## config.mk

```make
export PLATFORM = sky130hd
export DESIGN_NAME = vga_stream_timing_flat
export DESIGN_NICKNAME = d
export VERILOG_FILES = /design/src/rtl/vga_stream_timing_if.sv /design/src/rtl/vga_stream_timing.sv /design/src/flat_wrapper.sv
export SDC_FILE = /design/constraint.sdc
export NUM_CORES = 1
export LEC_CHECK = 0
export CAP_MARGIN = 25
export CELL_PAD_IN_SITES_DETAIL_PLACEMENT = 1
export CELL_PAD_IN_SITES_GLOBAL_PLACEMENT = 2
export CORE_MARGIN = 3
export CORE_UTILIZATION = 34
export CTS_CLUSTER_DIAMETER = 60
export DETAILED_ROUTE_END_ITERATION = 10
export HOLD_SLACK_MARGIN = 0.02
export PLACE_DENSITY = 0.92
export SLEW_MARGIN = 10
export SYNTH_ARGS = -nofsm -noshare
export SYNTH_HDL_FRONTEND = slang
export SYNTH_SLANG_ARGS = --single-unit
```

## constraint.sdc

```tcl
create_clock -name mclk -period 11 [get_ports mclk]
set_clock_uncertainty 0.05 [all_clocks]
set_input_delay 1.1 -clock mclk [delete_from_list [all_inputs] [get_ports mclk]]
set_output_delay 1.1 -clock mclk [all_outputs]
set_load 0.01 [all_outputs]
```

## src/rtl/vga_stream_timing_if.sv

```systemverilog
// Frame-RAM read port and VGA pin bundle for vga_stream_timing.
// master = timing generator side, slave = RAM / DAC side.
interface vga_stream_timing_if #(
  parameter int ADDR_W = 17
);
  logic [ADDR_W-1:0] rd_addr;
  logic [15:0]       rd_data;
  logic              hs;
  logic              vs;
  logic              de;
  logic [4:0]        vga_r;
  logic [5:0]        vga_g;
  logic [4:0]        vga_b;

  modport master (
    output rd_addr, hs, vs, de,
    output vga_r, vga_g, vga_b,
    input  rd_data
  );

  modport slave (
    input  rd_addr, hs, vs, de,
    input  vga_r, vga_g, vga_b,
    output rd_data
  );
endinterface

```

## src/rtl/vga_stream_timing.sv

```systemverilog
// VGA sync/timing generator with upscaled frame-RAM address generation.
// Optional colour-bar test pattern: define VGA_TESTPAT_EN.
module vga_stream_timing #(
  parameter int H_SYNC   = 96,
  parameter int H_BP     = 48,
  parameter int H_ACT    = 640,
  parameter int H_FP     = 16,
  parameter int V_SYNC   = 2,
  parameter int V_BP     = 33,
  parameter int V_ACT    = 480,
  parameter int V_FP     = 10,
  parameter bit HS_POL   = 1'b0,
  parameter bit VS_POL   = 1'b0,
  parameter int SCALE_SH = 1,
  parameter int SRC_W    = 320,
  parameter int ADDR_W   = 17,
  parameter int RD_LAT   = 1,
  parameter int CNT_W    = 11
) (
  input  logic             mclk,
  input  logic             rst_n,
  input  logic             run,
  input  logic             pat_sel,
  output logic             frame_start,
  output logic [CNT_W-1:0] x_pos,
  output logic [CNT_W-1:0] y_pos,
  vga_stream_timing_if.master vif
);

  localparam int H_TOT = H_SYNC + H_BP + H_ACT + H_FP;
  localparam int V_TOT = V_SYNC + V_BP + V_ACT + V_FP;

  localparam logic [CNT_W-1:0] H_LAST = CNT_W'(H_TOT - 1);
  localparam logic [CNT_W-1:0] V_LAST = CNT_W'(V_TOT - 1);
  localparam logic [CNT_W-1:0] H_SY   = CNT_W'(H_SYNC);
  localparam logic [CNT_W-1:0] V_SY   = CNT_W'(V_SYNC);
  localparam logic [CNT_W-1:0] H_AS   = CNT_W'(H_SYNC + H_BP);
  localparam logic [CNT_W-1:0] H_AE   = CNT_W'(H_SYNC + H_BP + H_ACT);
  localparam logic [CNT_W-1:0] H_AL   = CNT_W'(H_SYNC + H_BP + H_ACT - 1);
  localparam logic [CNT_W-1:0] V_AS   = CNT_W'(V_SYNC + V_BP);
  localparam logic [CNT_W-1:0] V_AE   = CNT_W'(V_SYNC + V_BP + V_ACT);
  localparam logic [1:0]       SUB_MX = 2'((1 << SCALE_SH) - 1);
  localparam logic [ADDR_W-1:0] SRC_A = ADDR_W'(SRC_W);

  typedef enum logic {IDLE, RUN} state_t;

  state_t state_q, state_d;

  logic [CNT_W-1:0]  h_q, h_d, v_q, v_d;
  logic [ADDR_W-1:0] base_q, base_d;
  logic [1:0]        sub_q, sub_d;
  logic [ADDR_W-1:0] hold_q;
  logic [ADDR_W-1:0] addr_c;
  logic [CNT_W-1:0]  col_c;
  logic [RD_LAT:0]   hs_q, vs_q, de_q;
  logic [15:0]       rgb_q, rgb_d, pix_c;

  logic running, eof, h_in, v_in;
  logic hs_act, vs_act, de_raw, line_end;

  // State register
  always_ff @(posedge mclk or negedge rst_n) begin
    if (!rst_n) state_q <= IDLE;
    else        state_q <= state_d;
  end

  // Next state: start on run, stop only at end of frame
  always_comb begin
    state_d = state_q;
    unique case (state_q)
      IDLE: if (run)         state_d = RUN;
      RUN:  if (eof && !run) state_d = IDLE;
    endcase
  end

  // FSM outputs and raw (undelayed) timing flags
  always_comb begin
    running     = (state_q == RUN);
    eof         = (h_q == H_LAST) && (v_q == V_LAST);
    h_in        = (h_q >= H_AS) && (h_q < H_AE);
    v_in        = (v_q >= V_AS) && (v_q < V_AE);
    hs_act      = running && (h_q < H_SY);
    vs_act      = running && (v_q < V_SY);
    de_raw      = running && h_in && v_in;
    line_end    = running && v_in && (h_q == H_AL);
    frame_start = running && (h_q == '0) && (v_q == '0);
  end

  assign x_pos  = de_raw ? (h_q - H_AS) : '0;
  assign y_pos  = de_raw ? (v_q - V_AS) : '0;
  assign col_c  = x_pos >> SCALE_SH;
  assign addr_c = de_raw ? (base_q + ADDR_W'(col_c)) : hold_q;

  assign vif.rd_addr = addr_c;

  // Counter and line-base next state
  always_comb begin
    h_d    = h_q;
    v_d    = v_q;
    base_d = base_q;
    sub_d  = sub_q;
    if (!running) begin
      h_d = '0;
      v_d = '0;
    end else if (h_q == H_LAST) begin
      h_d = '0;
      v_d = (v_q == V_LAST) ? '0 : v_q + CNT_W'(1);
    end else begin
      h_d = h_q + CNT_W'(1);
    end
    if (!running || (v_q < V_AS)) begin
      base_d = '0;
      sub_d  = '0;
    end else if (line_end) begin
      if (sub_q == SUB_MX) begin
        sub_d  = '0;
        base_d = base_q + SRC_A;
      end else begin
        sub_d = sub_q + 2'd1;
      end
    end
  end

  // Counters, line base, held address
  always_ff @(posedge mclk or negedge rst_n) begin
    if (!rst_n) begin
      h_q    <= '0;
      v_q    <= '0;
      base_q <= '0;
      sub_q  <= '0;
      hold_q <= '0;
    end else begin
      h_q    <= h_d;
      v_q    <= v_d;
      base_q <= base_d;
      sub_q  <= sub_d;
      hold_q <= addr_c;
    end
  end

`ifdef VGA_TESTPAT_EN
  localparam logic [CNT_W-1:0] BAR_LAST = CNT_W'(H_ACT / 8 - 1);

  logic [2:0]       bar_q, bar_d;
  logic [CNT_W-1:0] bpx_q, bpx_d;
  logic [15:0]      bar_rgb;
  logic [RD_LAT-1:0] psel_q;
  logic [15:0]      pcol_q [RD_LAT];

  // Bar index tracks x_pos without a divider
  always_comb begin
    bar_d = '0;
    bpx_d = '0;
    if (de_raw) begin
      if (bpx_q == BAR_LAST) begin
        bar_d = bar_q + 3'd1;
        bpx_d = '0;
      end else begin
        bar_d = bar_q;
        bpx_d = bpx_q + CNT_W'(1);
      end
    end
  end

  // Bar colour lookup
  always_comb begin
    bar_rgb = 16'h0000;
    unique case (bar_q)
      3'd0: bar_rgb = 16'hFFFF;
      3'd1: bar_rgb = 16'hFFE0;
      3'd2: bar_rgb = 16'h07FF;
      3'd3: bar_rgb = 16'h07E0;
      3'd4: bar_rgb = 16'hF81F;
      3'd5: bar_rgb = 16'hF800;
      3'd6: bar_rgb = 16'h001F;
      3'd7: bar_rgb = 16'h0000;
    endcase
  end

  // Bar counters plus a pipe matching the RAM latency
  always_ff @(posedge mclk or negedge rst_n) begin
    if (!rst_n) begin
      bar_q  <= '0;
      bpx_q  <= '0;
      psel_q <= '0;
      for (int i = 0; i < RD_LAT; i++) pcol_q[i] <= '0;
    end else begin
      bar_q     <= bar_d;
      bpx_q     <= bpx_d;
      psel_q[0] <= pat_sel;
      pcol_q[0] <= bar_rgb;
      for (int i = 1; i < RD_LAT; i++) begin
        psel_q[i] <= psel_q[i-1];
        pcol_q[i] <= pcol_q[i-1];
      end
    end
  end

  assign pix_c = psel_q[RD_LAT-1] ? pcol_q[RD_LAT-1] : vif.rd_data;
`else
  logic unused_pat_sel;
  assign unused_pat_sel = pat_sel;
  assign pix_c = vif.rd_data;
`endif

  // Pixel is captured when the delayed de says it is visible
  always_comb begin
    rgb_d = de_q[RD_LAT-1] ? pix_c : 16'h0000;
  end

  // Sync/de delay line and output pixel register
  always_ff @(posedge mclk or negedge rst_n) begin
    if (!rst_n) begin
      hs_q  <= '0;
      vs_q  <= '0;
      de_q  <= '0;
      rgb_q <= '0;
    end else begin
      hs_q  <= {hs_q[RD_LAT-1:0], hs_act};
      vs_q  <= {vs_q[RD_LAT-1:0], vs_act};
      de_q  <= {de_q[RD_LAT-1:0], de_raw};
      rgb_q <= rgb_d;
    end
  end

  assign vif.hs    = HS_POL ? hs_q[RD_LAT] : ~hs_q[RD_LAT];
  assign vif.vs    = VS_POL ? vs_q[RD_LAT] : ~vs_q[RD_LAT];
  assign vif.de    = de_q[RD_LAT];
  assign vif.vga_r = rgb_q[15:11];
  assign vif.vga_g = rgb_q[10:5];
  assign vif.vga_b = rgb_q[4:0];

endmodule

```

## src/flat_wrapper.sv

```systemverilog
// flat-port wrapper written by rule: the top's interface ports become plain ports
module vga_stream_timing_flat 
#(
  parameter int H_SYNC   = 96,
  parameter int H_BP     = 48,
  parameter int H_ACT    = 640,
  parameter int H_FP     = 16,
  parameter int V_SYNC   = 2,
  parameter int V_BP     = 33,
  parameter int V_ACT    = 480,
  parameter int V_FP     = 10,
  parameter bit HS_POL   = 1'b0,
  parameter bit VS_POL   = 1'b0,
  parameter int SCALE_SH = 1,
  parameter int SRC_W    = 320,
  parameter int ADDR_W   = 17,
  parameter int RD_LAT   = 1,
  parameter int CNT_W    = 11
)
  (mclk, rst_n, run, pat_sel, frame_start, x_pos, y_pos, vif_rd_addr, vif_hs, vif_vs, vif_de, vif_vga_r, vif_vga_g, vif_vga_b, vif_rd_data);
  vga_stream_timing_if #(.ADDR_W(ADDR_W)) vif_i ();
  input  logic mclk;
  input  logic rst_n;
  input  logic run;
  input  logic pat_sel;
  output logic frame_start;
  output logic [CNT_W-1:0] x_pos;
  output logic [CNT_W-1:0] y_pos;
  output wire logic [$bits(vif_i.rd_addr)-1:0] vif_rd_addr;
  output wire logic [$bits(vif_i.hs)-1:0] vif_hs;
  output wire logic [$bits(vif_i.vs)-1:0] vif_vs;
  output wire logic [$bits(vif_i.de)-1:0] vif_de;
  output wire logic [$bits(vif_i.vga_r)-1:0] vif_vga_r;
  output wire logic [$bits(vif_i.vga_g)-1:0] vif_vga_g;
  output wire logic [$bits(vif_i.vga_b)-1:0] vif_vga_b;
  input wire logic [$bits(vif_i.rd_data)-1:0] vif_rd_data;
  assign vif_rd_addr = vif_i.rd_addr;
  assign vif_hs = vif_i.hs;
  assign vif_vs = vif_i.vs;
  assign vif_de = vif_i.de;
  assign vif_vga_r = vif_i.vga_r;
  assign vif_vga_g = vif_i.vga_g;
  assign vif_vga_b = vif_i.vga_b;
  assign vif_i.rd_data = vif_rd_data;
  vga_stream_timing #(.H_SYNC(H_SYNC), .H_BP(H_BP), .H_ACT(H_ACT), .H_FP(H_FP), .V_SYNC(V_SYNC), .V_BP(V_BP), .V_ACT(V_ACT), .V_FP(V_FP), .HS_POL(HS_POL), .VS_POL(VS_POL), .SCALE_SH(SCALE_SH), .SRC_W(SRC_W), .ADDR_W(ADDR_W), .RD_LAT(RD_LAT), .CNT_W(CNT_W)) u_core (.mclk(mclk), .rst_n(rst_n), .run(run), .pat_sel(pat_sel), .frame_start(frame_start), .x_pos(x_pos), .y_pos(y_pos), .vif(vif_i));
endmodule
```

==> results.cfg <==
[status]
status = finished clean

[floorplanning]
io_pins = 79
die-area_sq_um = 13200
core_area_sq_um = 11500
die_width_microns = 115
fp-row-count = 39
initial_core_util_pct = 35.0
die_h_microns = 115

[finish]
antenna_cells = 0
layout.cells.non_filler = 636
post-route-util_pct = 45.3
syn2layout_area_growth_pct = 29.6
drive_gt1_share_pct = 8.32
nets = 522

[routing]
wl_per_cell_microns = 16.6
first_iter_violations = 99
viasPerCell = 5.17
via_count = 3285
finalWirelength_mm = 10.5
drc = 0
detail-route-antenna-nets = 0
drt_first_pass_iters = 4

[timing]
tightest_slew_ns = 0.948
finalHoldViolations = 0
fmax_mhz = 163
relSlewSlack_pct = 36.2
drv_slew = 0
rsz0062_at_grt = no
setup_slack_ns = 4.85
finalCritPeriodShare_pct = 55.9
finalCriticalPeriod_ns = 6.15
setup_viol = 0
setup_tns_ns = 0

[yosys]
syn_avg_cell_area_sq_um = 9.54
synth_top_area_share_pct = 46.6
yosys-top-cells-count = dfrtp_1 (75), nor2_1 (51), o21ai_0 (28)
synth_most_common_cell = dfrtp_1
ys_ff_latch = 75
synth_area_leader_cell = dfrtp_1
synth-edff-count = 0
yosysUniqueCellTypes = 52
syn-cell-area_sq_um = 4030
ys_top_cells_by_area = dfrtp_1 (47%), xnor2_1 (5.4%), mux2_2 (5.0%)
syn-num-nets = 456
ys.flop_type = dfrtp_1
ys_async_sr_fraction_pct = 100
ys_warn_count = 0
syn_inst = 422
yosysSeqAreaShare_pct = 46.6

[placed_design]
port_buffers = 77
place_ws_ns = 5.23
place_congestion = 0.804
dp_hpwl_mm = 7.46
dp_cells = 619

[grt]
grt_max_degree = 76
grt_pass1_wl_mm = 17.7
grt.overflow.total = 0
grt_usage_pct = 16.9
use_met2_pct = 29.2
grtUsageMet1_pct = 20.6
antenna_found_initial = 0
first_global_vias = 3534
met3_usage_pct = 4.47
grt.busiest_layer = met2

[clock_network]
ctsHoldBuffers = 0
cts_root_buf = clkbuf_16
cts_resized = 0
cts_made_buffers = 9
clockBufferDepth = 2
clock_sinks = 75
cts_tree = done
clock_latency_ns = 0.34
htree_levels = 3
path_clk_slew_ns = 0.06
cts_setup_buffers = 0

[setup_path]
cpMaxStageDelayCell = or4_1
cp.arrival_ns = 5.00
cp_top_family = compound AO/OA/AOI/OAI gates
cp.required_ns = 9.85
crit_chain = ha_1 -> or4_1 -> o211ai_1 -> nand3_1 -> o211ai_1 -> buf_4 -> nor2_1 -> ha_1 -> a211oi_1 -> o21bai_1 -> o21ai_0 -> xnor2_1 -> mux2_2 -> clkdlybuf4s50_1
critPathMaxStageDelay_ns = 0.56
end_kind = output port
path_class = flop to output port
cp_max_fo = 25
start_kind = flop
cp_num_buf_inv = 2

[run]
drv_cap = 0

[power_and_ir_drop]
peakVddDrop_mv = 0.0974
power.share.sequential_pct = 45.6
p_switching_mw = 0.125
report.power.total_mw = 0.606
pwr-share-clk_pct = 52.2
p_leak_nw = 2.32
p_sw_share_pct = 20.6
p_comb_share_pct = 2.2
power-per-cell-area_nw_per_um2 = 116
intPower_mw = 0.481

[worst_hold_path]
hold_path_class = flop to flop
[kinds of logic after synthesis]
logic type / synth area share (%)
muxes: 5.28
adders and majority gates: 4.35
AOI/OAI and AO/OA: 10.8
DFF: 46.6
xor gates and xnor gates: 7.61
buffers and inverters: 4.32
and+or+nand+nor: 20.9
other: 0.0931
[per-layer routing]
layer / vias to the layer above / routed length [microns] / share of wire, %
li1: 1584 / - / -
met1: 1622 / 4670 / 44
met2: 67 / 5300 / 50
met3: 12 / 382 / 3.6
met4: 0 / 180 / 1.7
met5: - / 0 / 0
[cell usage in the layout (no fill, tap or decap), types with 6 or more instances in the layout]
cell and n:
or3_1 8, and3_1 7, clkdlybuf4s50_1 76, dfrtp_1 75, o21ai_0 28, clkbuf_16 9, and2_1 18, nor2_1 51
nor3_1 7, ha_1 14, xor2_1 10, xnor2_1 25, nand2_1 26, inv_1 16, a31oi_1 6, a21oi_1 18
mux2_2 18, nand4_1 9, nand3_1 13
[worst paths after layout]
check                                    start                 to  slack, ns  cells after the start
min in group asynchronous                rst_n      u_core.v_q[4]       0.65                      1
worst min register to register  u_core.vs_q[0]     u_core.vs_q[1]       0.30                      0
worst max-delay path             u_core.v_q[0]    vif_rd_addr[16]       4.85                     14
max in group asynchronous                rst_n    u_core.rgb_q[2]       9.68                      2
worst min-delay path            u_core.vs_q[0]     u_core.vs_q[1]       0.30                      0
worst max register to register   u_core.v_q[0]  u_core.hold_q[16]       6.75                     13
[stage by stage]
stage,cell area [sq um],hold slack (ns)
5_1_grt,5220,0.301
3_5_place_dp,4880,0.287
6_report,5220,0.296
4_1_cts,5190,0.299
2_1_floorplan,4030,0.281
3_3_place_gp,4880,0.284
[layout make-up]
class,count,area [sq um]
multi-input combinational,305,1980
fill,1315,6290
tap,143,179
sequential,75,1880
timing repair buffer,81,818
inverter,16,60.1
clock inverter,5,77.6
clock buffer,11,233
[sequential cells by signal, summed over array words and instances (netlist names)]
register / count
u_core.base_q: 11
u_core.vs_q: 2
u_core.hs_q: 2
u_core.rgb_q: 16
u_core.hold_q: 17
u_core.v_q: 11
u_core.de_q: 2
u_core.h_q: 11
u_core.sub_q: 2
u_core.running: 1
[power groups by stage]
stage	sequential [mW]	combinational (mW)	clock, mW
final	0.276	0.0135	0.316
after detailed placement	0.281	0.0127	0
after global placement	0.281	0.0126	0
after global routing	0.276	0.0151	0.334
after CTS	0.276	0.0129	0.324
after floorplan	0.281	0.000479	0
Note: power is estimated with default switching activity, not from simulation.
